==> config.mk <==
export PLATFORM = sky130hd
export DESIGN_NAME = store_unit
export DESIGN_NICKNAME = d
export VERILOG_FILES = /design/src/rtl/store_unit.sv
export SDC_FILE = /design/constraint.sdc
export NUM_CORES = 1
export LEC_CHECK = 0
export ABC_AREA = 1
export ABC_CLOCK_PERIOD_IN_PS = 4600
export CAP_MARGIN = 20
export CELL_PAD_IN_SITES_DETAIL_PLACEMENT = 1
export CELL_PAD_IN_SITES_GLOBAL_PLACEMENT = 1
export CORE_MARGIN = 2
export CORE_UTILIZATION = 38
export CTS_CLUSTER_DIAMETER = 120
export CTS_CLUSTER_SIZE = 24
export DETAILED_ROUTE_END_ITERATION = 10
export GPL_TIMING_DRIVEN = 0
export HOLD_SLACK_MARGIN = 0.1
export PLACE_DENSITY = 0.87
export SKIP_LAST_GASP = 1
export SLEW_MARGIN = 0
export SYNTH_ARGS = -nofsm -noshare
export SYNTH_HDL_FRONTEND = slang
export SYNTH_SLANG_ARGS = --single-unit
==> constraint.sdc <==
create_clock -name clk -period 4.6 [get_ports clk]
set_clock_uncertainty 0.2 [all_clocks]
set_input_delay 0.69 -clock clk [delete_from_list [all_inputs] [get_ports clk]]
set_output_delay 0.69 -clock clk [all_outputs]
set_load 0.005 [all_outputs]
==> src/rtl/store_unit.sv <==
// store_unit: RV32 store path that splits misaligned SB/SH/SW stores into one or two
// word-aligned memory beats with byte enables, signalling completion or illegal width.
module store_unit #(
   parameter int ADDR_W = 32
) (
   input  logic              clk,
   input  logic              rst_n,
   input  logic              st_valid,
   output logic              st_ready,
   input  logic [ADDR_W-1:0] st_addr,
   input  logic [31:0]       st_data,
   input  logic [2:0]        st_type,
   output logic              mem_req,
   input  logic              mem_gnt,
   output logic [ADDR_W-1:0] mem_addr,
   output logic [31:0]       mem_wdata,
   output logic [3:0]        mem_be,
   output logic              st_done,
   output logic              st_err
);
   typedef enum logic [1:0] {IDLE, BEAT1, BEAT2} state_t;
   state_t            state_q, state_d;
   logic              ready_q;
   logic [ADDR_W-1:0] addr_q, addr_d;
   logic [63:0]       sdata_q, sdata_d;
   logic [7:0]        smask_q, smask_d;
   logic              done_q, done_d, err_q, err_d;
   logic              accept, legal;
   logic [31:0]       dmask;
   logic [3:0]        base;

   assign accept = st_valid & st_ready;
   assign legal  = (st_type == 3'b000) | (st_type == 3'b001) | (st_type == 3'b010);
   assign dmask  = st_type == 3'b000 ? {24'b0, st_data[7:0]} :
                   st_type == 3'b001 ? {16'b0, st_data[15:0]} : st_data;
   assign base   = st_type == 3'b000 ? 4'b0001 : st_type == 3'b001 ? 4'b0011 : 4'b1111;

   always_ff @(posedge clk or negedge rst_n) begin
      if (!rst_n) state_q <= IDLE;
      else        state_q <= state_d;
   end

   always_comb begin
      state_d = state_q;
      case (state_q)
         IDLE:    state_d = accept && legal ? BEAT1 : IDLE;
         BEAT1:   state_d = !mem_gnt ? BEAT1 : |smask_q[7:4] ? BEAT2 : IDLE;
         BEAT2:   state_d = mem_gnt ? IDLE : BEAT2;
         default: state_d = IDLE;
      endcase
   end

   always_comb begin
      st_ready  = (state_q == IDLE) & ready_q;
      mem_req   = state_q != IDLE;
      mem_addr  = state_q == BEAT1 ? addr_q : state_q == BEAT2 ? addr_q + ADDR_W'(4) : '0;
      mem_wdata = state_q == BEAT1 ? sdata_q[31:0] : state_q == BEAT2 ? sdata_q[63:32] : '0;
      mem_be    = state_q == BEAT1 ? smask_q[3:0] : state_q == BEAT2 ? smask_q[7:4] : '0;
      st_done   = done_q;
      st_err    = err_q;
   end

   // capture only on a legal accept so the beat registers stay put during stalls
   always_comb begin
      addr_d  = addr_q;
      sdata_d = sdata_q;
      smask_d = smask_q;
      if (accept && legal) begin
         addr_d  = {st_addr[ADDR_W-1:2], 2'b00};
         sdata_d = {32'b0, dmask} << {st_addr[1:0], 3'b000};
         smask_d = {4'b0, base} << st_addr[1:0];
      end
      done_d = (state_q == BEAT1 && mem_gnt && smask_q[7:4] == 4'b0) || (state_q == BEAT2 && mem_gnt);
      err_d  = accept && !legal;
   end

   always_ff @(posedge clk or negedge rst_n) begin
      if (!rst_n) begin
         ready_q <= 1'b0;
         addr_q  <= '0;
         sdata_q <= '0;
         smask_q <= '0;
         done_q  <= 1'b0;
         err_q   <= 1'b0;
      end else begin
         ready_q <= 1'b1;
         addr_q  <= addr_d;
         sdata_q <= sdata_d;
         smask_q <= smask_d;
         done_q  <= done_d;
         err_q   <= err_d;
      end
   end
endmodule

### Yosys cells after proc, flatten, opt, wreduce, memory -nomap -nowiden

Index checks and enable logic that the tools add are counted.

| word-level totals | value |
|---|---|
| input bits | 71 |
| word-level logic and storage cells | 45 |
| flip-flop bits (word level) | 107 |
| output and inout bits | 72 |

| operators by class | value |
|---|---|
| bitwise operators | 4 |
| multiplexer cells | 15 |
| equality and inequality tests | 4 |
| reductions and logical operators | 12 |
| add/sub/neg operators | 1 |
| shift operators | 2 |

Operator list:

| cell | count |
|---|---|
| two-way mux 32 bit | 6 |
| left shift 32 x 5 -> 64 bit | 1 |
| adder 32 x 3 -> 32 bit, second input constant | 1 |
| two-way mux 4 bit | 4 |
| left shift 4 x 2 -> 8 bit | 1 |
| two-way mux 2 bit | 3 |
| case mux 2 bit (3 select lines) | 1 |
| logical AND 1 bit | 5 |
| logical NOT 4 bit | 1 |
| OR reduction 4 bit | 1 |
| equality test 3 x 1 -> 1 bit, second input constant | 1 |
| equality test 3 x 2 -> 1 bit, second input constant | 1 |
| logical NOT 3 bit | 1 |
| bitwise AND 1 bit | 2 |
| equality test 2 x 1 -> 1 bit, second input constant | 1 |
| equality test 2 bit, second input constant | 1 |
| logical NOT 2 bit | 1 |
| bitwise OR 1 bit | 2 |
| nonzero test 2 bit | 1 |
| logical NOT 1 bit | 1 |
| logical OR 1 bit | 1 |
| two-way mux 1 bit | 1 |

### Longest topological paths before layout

| depth | value |
|---|---|
| depth after elaboration | 6 |
| mapped depth | 9 |
| depth with buffers taken out | 9 |

### Worst setup path after synthesis

No wires, ideal clock.

| path | value |
|---|---|
| kind | register to output |
| from | register addr_q[3] |
| to | output mem_addr[26] |
| cell stages (with the launch flop) | 10 |
| buffers on the path | 0 |
| path slack | 2,419 ps |
| arrival | 1,291 ps |
| path through | dfrtp_1 ha_1 nand2_1 nor2_2 nand2_1 nor2_2 nand3_1 nand2_1 nand2_1 nor2_1 |

| on the way | value |
|---|---|
| cells in the longest elaborated chain, start to end | 3 |

RTL lines:

| element | RTL line | text |
|---|---|---|
| start: declaration | 24 | `logic [ADDR_W-1:0] addr_q, addr_d;` |
| start signal: assignment | 87 | `addr_q <= addr_d;` |
| adder 32 x 3 -> 32 bit | 56 | `mem_addr = state_q == BEAT1 ? addr_q : state_q == BEAT2 ? addr_q + ADDR_W'(4) : '0;` |
| two-way mux 32 bit (2 in series) | 56 |  |
| end: declaration | 15 | `output logic [ADDR_W-1:0] mem_addr,` |

Every way passes these cells.

### Worst setup path in the final report

| path | value |
|---|---|
| from | register state_q[0] |
| to | output mem_wdata[6] |

| on the way | value |
|---|---|
| cells in the longest elaborated chain, start to end | 3 |
| elaborated cells between the ends (all ways) | 4 |

RTL lines:

| element | RTL line | text |
|---|---|---|
| start: declaration | 22 | `state_t state_q, state_d;` |
| start signal: assignment | 40 | `else state_q <= state_d;` |
| equality test 2 bit | 57 | `mem_wdata = state_q == BEAT1 ? sdata_q[31:0] : state_q == BEAT2 ? sdata_q[63:32] : '0;` |
| two-way mux 32 bit | 57 |  |
| two-way mux 32 bit (*) | 57 |  |
| end: declaration | 16 | `output logic [31:0] mem_wdata,` |

Mark *: on every way between the ends. The rest lies on a longest branch, timed or not.

==> results.py <==
metrics = {
    "sta": {
        "rsz0062_at_grt": "no",
        "fin_tns_setup_ns": 0,
        "max_freq_ghz": 0.268,
        "fin_crit_ns": 3.73,
        "max-slew-margin-rel": 0.508,
        "hold_viol": 0,
        "timing.hold.ws_ns": 0.132,
        "timing.final.crit_share": 0.810,
        "setup_ws_ns": 0.872,
        "maxSlewViolCount": 0,
        "tightestPinTransition_ns": 0.738,
        "setup_viol": 0,
    },
    "routing": {
        "ant_nets": 0,
        "drt-initial-drc-count": 365,
        "vias_per_cell": 5.40,
        "wirelength_um": 22700,
        "vias": 6522,
        "wl_per_cell_um": 18.8,
        "drc": 0,
        "first_pass_iters": 5,
    },
    "setup_path": {
        "startpoint_type": "register",
        "critPathKind": "register to output port",
        "cp_max_fo": 10,
        "cp_slowest_cell": "clkdlybuf4s50_1",
        "cpPeakStageDelay_ns": 0.58,
        "crit_path_end_kind": "output port",
        "worstPathCellList": "buf_6 -> clkinv_4 -> nor2_4 -> inv_2 -> clkbuf_1 -> o21ai_0 -> clkdlybuf4s50_1",
        "worstPathArrival_ns": 2.84,
        "worstPathBufferInverterCount": 5,
        "crit_family": "buffers and inverters",
        "cp.required_ns": 3.71,
    },
    "clock_tree": {
        "cts_buffer_depth": 2,
        "tritoncts": "yes",
        "clock_latency_ns": 0.35,
        "cts_root_buffer": "clkbuf_16",
        "cts_buffers": 9,
        "clk_pin_slew_ns": 0.07,
        "hold_buffers": 0,
        "cts.sinks": 98,
        "cts_setup_buffers": 0,
        "cts_resized": 0,
        "h-tree-depth": 3,
    },
    "min_path": {
        "min_path_type": "primary input to asynchronous set/reset pin",
    },
    "power": {
        "ir_drop_mv": 0.238,
        "p_per_area_nw_per_um2": 367,
        "p_leak_nw": 3.47,
        "finalPower_mw": 2.89,
    },
    "place": {
        "portBuffers": 140,
        "gp_congestion": 0.935,
        "detailed_place_hpwl_um": 17200,
        "pre_cts_ws_ns": 1.29,
    },
    "job": {
        "drv_cap": 0,
    },
    "synthesis": {
        "syn_area_per_cell_um2": 6.82,
        "yosysUniqueCellTypes": 38,
        "yosysSeqAreaShare": 0.418,
        "yosysTopAreaCell": "dfrtp_1",
        "synth_warnings": 0,
        "synth_simple_gate_area_frac": 0.329,
        "ys_ff_latch": 98,
        "synthCells": 861,
        "synthAdderAreaFrac": 0.00213,
        "syn-cell-area_um2": 5870,
        "synth_top_area_frac": 0.418,
        "synth_top_family_by_area": "simple AND/OR/NAND/NOR gates",
        "synth_xor_xnor_area_share": 0,
        "ys_top_cells_by_area": "dfrtp_1, nand2_1, o21ai_0",
        "synth_compound_area_frac": 0.138,
        "muxShareOfSynthArea": 0,
    },
    "layout": {
        "diodes": 0,
        "area_growth_pct": 34.0,
        "drive_above_1_share": 0.0618,
        "fill_cells": 1979,
        "final_util": 0.519,
        "final_nets": 1086,
        "seqCellArea_um2": 2450,
        "multi_input_area_um2": 2760,
    },
    "global_route": {
        "antenna_found_initial": 0,
        "grt_pass1_vias": 6823,
        "grt_overflow_total": 0,
        "grt_pass1_wl_um": 35900,
        "grt_max_degree": 59,
        "grt_use_total": 0.286,
    },
    "die": {
        "core_area_um2": 15100,
        "dieArea_um2": 16500,
        "die_w_um": 128,
        "core.rowCount": 45,
        "die_h_um": 128,
        "ios": 143,
        "start_util": 0.387,
    },
    "status": {
        "status": "complete, no violations",
    },
}
[area by class of cell]
type | count | share of cell area
Clock inverter | 6 | 0.0115
Tap cell | 188 | 0.0299
Inverter | 110 | 0.0539
Multi-Input combinational cell | 613 | 0.351
Timing Repair Buffer | 141 | 0.181
Buffer | 41 | 0.0301
Sequential cell | 98 | 0.312
Clock buffer | 10 | 0.0304
[power by group]
group	total, mW	internal (mW)	switching (mW)
Combinational	0.815	0.351	0.464
Clock	0.848	0.493	0.355
Sequential	1.22	1.07	0.158
Total	2.89	1.91	0.978
[synthesized netlist by cell type (all sizes together)]
cell type,number
a21boi,2
and2,2
nor3,5
nor2,92
ha,1
o22ai,22
conb,2
dfrtp,98
nand4,3
a211oi,5
inv,106
nand3b,2
nand2,266
o21ai,105
nand3,85
or2,3
a21oi,16
o211ai,1
clkinv,4
clkbuf,11
buf,30
[metal layers]
layer | up-vias | track usage | wire [µm] | part of all wire
met5 | - | 0 | 0 | 0
met4 | 0 | 0.122 | 796 | 0.035
met3 | 57 | 0.0497 | 1270 | 0.056
met2 | 257 | 0.492 | 11300 | 0.50
met1 | 3173 | 0.353 | 9380 | 0.41
li1 | 3035 | - | - | -
[logic make-up after synthesis]
logic type | after synthesis
buffers and inverters | 151
adder cells (fa/ha/maj) | 1
AND/OR/NAND/NOR | 458
AO/OA/AOI/OAI | 151
flip-flops | 98
other | 2
[layout by cell type, fill, tap and decap left out, types with 5 or more instances in the layout]
cell / synthesis / layout
a211oi_1: 5 / 5
a21oi_1: 16 / 16
buf_2: 15 / 15
buf_4: 9 / 10
clkbuf_1: 11 / 11
clkbuf_16: 0 / 9
clkdlybuf4s50_1: 0 / 139
dfrtp_1: 98 / 98
inv_1: 105 / 105
nand2_1: 264 / 264
nand3_1: 85 / 85
nor2_1: 84 / 84
nor2_2: 5 / 5
nor3_1: 5 / 5
o21ai_0: 98 / 98
o21ai_1: 6 / 6
o22ai_1: 22 / 22
[metrics by stage]
| step | cell area (µm²) | cells |
|---|---|---|
| floorplan | 5870 | 862 |
| global placement | 7510 | 1190 |
| detailed placement | 7530 | 1191 |
| CTS | 7860 | 1207 |
| global route | 7860 | 1207 |
| finish | 7860 | 1207 |
[state kept, by name, indices dropped and copies added (netlist names)]
register / flops
sdata_q: 56
state_q: 2
smask_q: 7
st_done: 1
addr_q: 30
ready_q: 1
st_err: 1
[worst paths after layout]
path	from	cells after the start	endpoint	slack, ns
hold / removal	rst_n	1	addr_q[10]$_DFFE_PN0P_	0.13
min in group clk	sdata_q[26]$_DFFE_PN0P_	2	sdata_q[26]$_DFFE_PN0P_	0.31
setup reg to reg	state_q[0]$_DFF_PN0_	6	state_q[0]$_DFF_PN0_	2.54
hold reg to reg	sdata_q[26]$_DFFE_PN0P_	2	sdata_q[26]$_DFFE_PN0P_	0.31
setup / recovery	state_q[0]$_DFF_PN0_	7	mem_wdata[6]	0.87
max in group asynchronous	rst_n	2	sdata_q[9]$_DFFE_PN0P_	3.34
No activity file was read; power rests on OpenSTA's default activity.
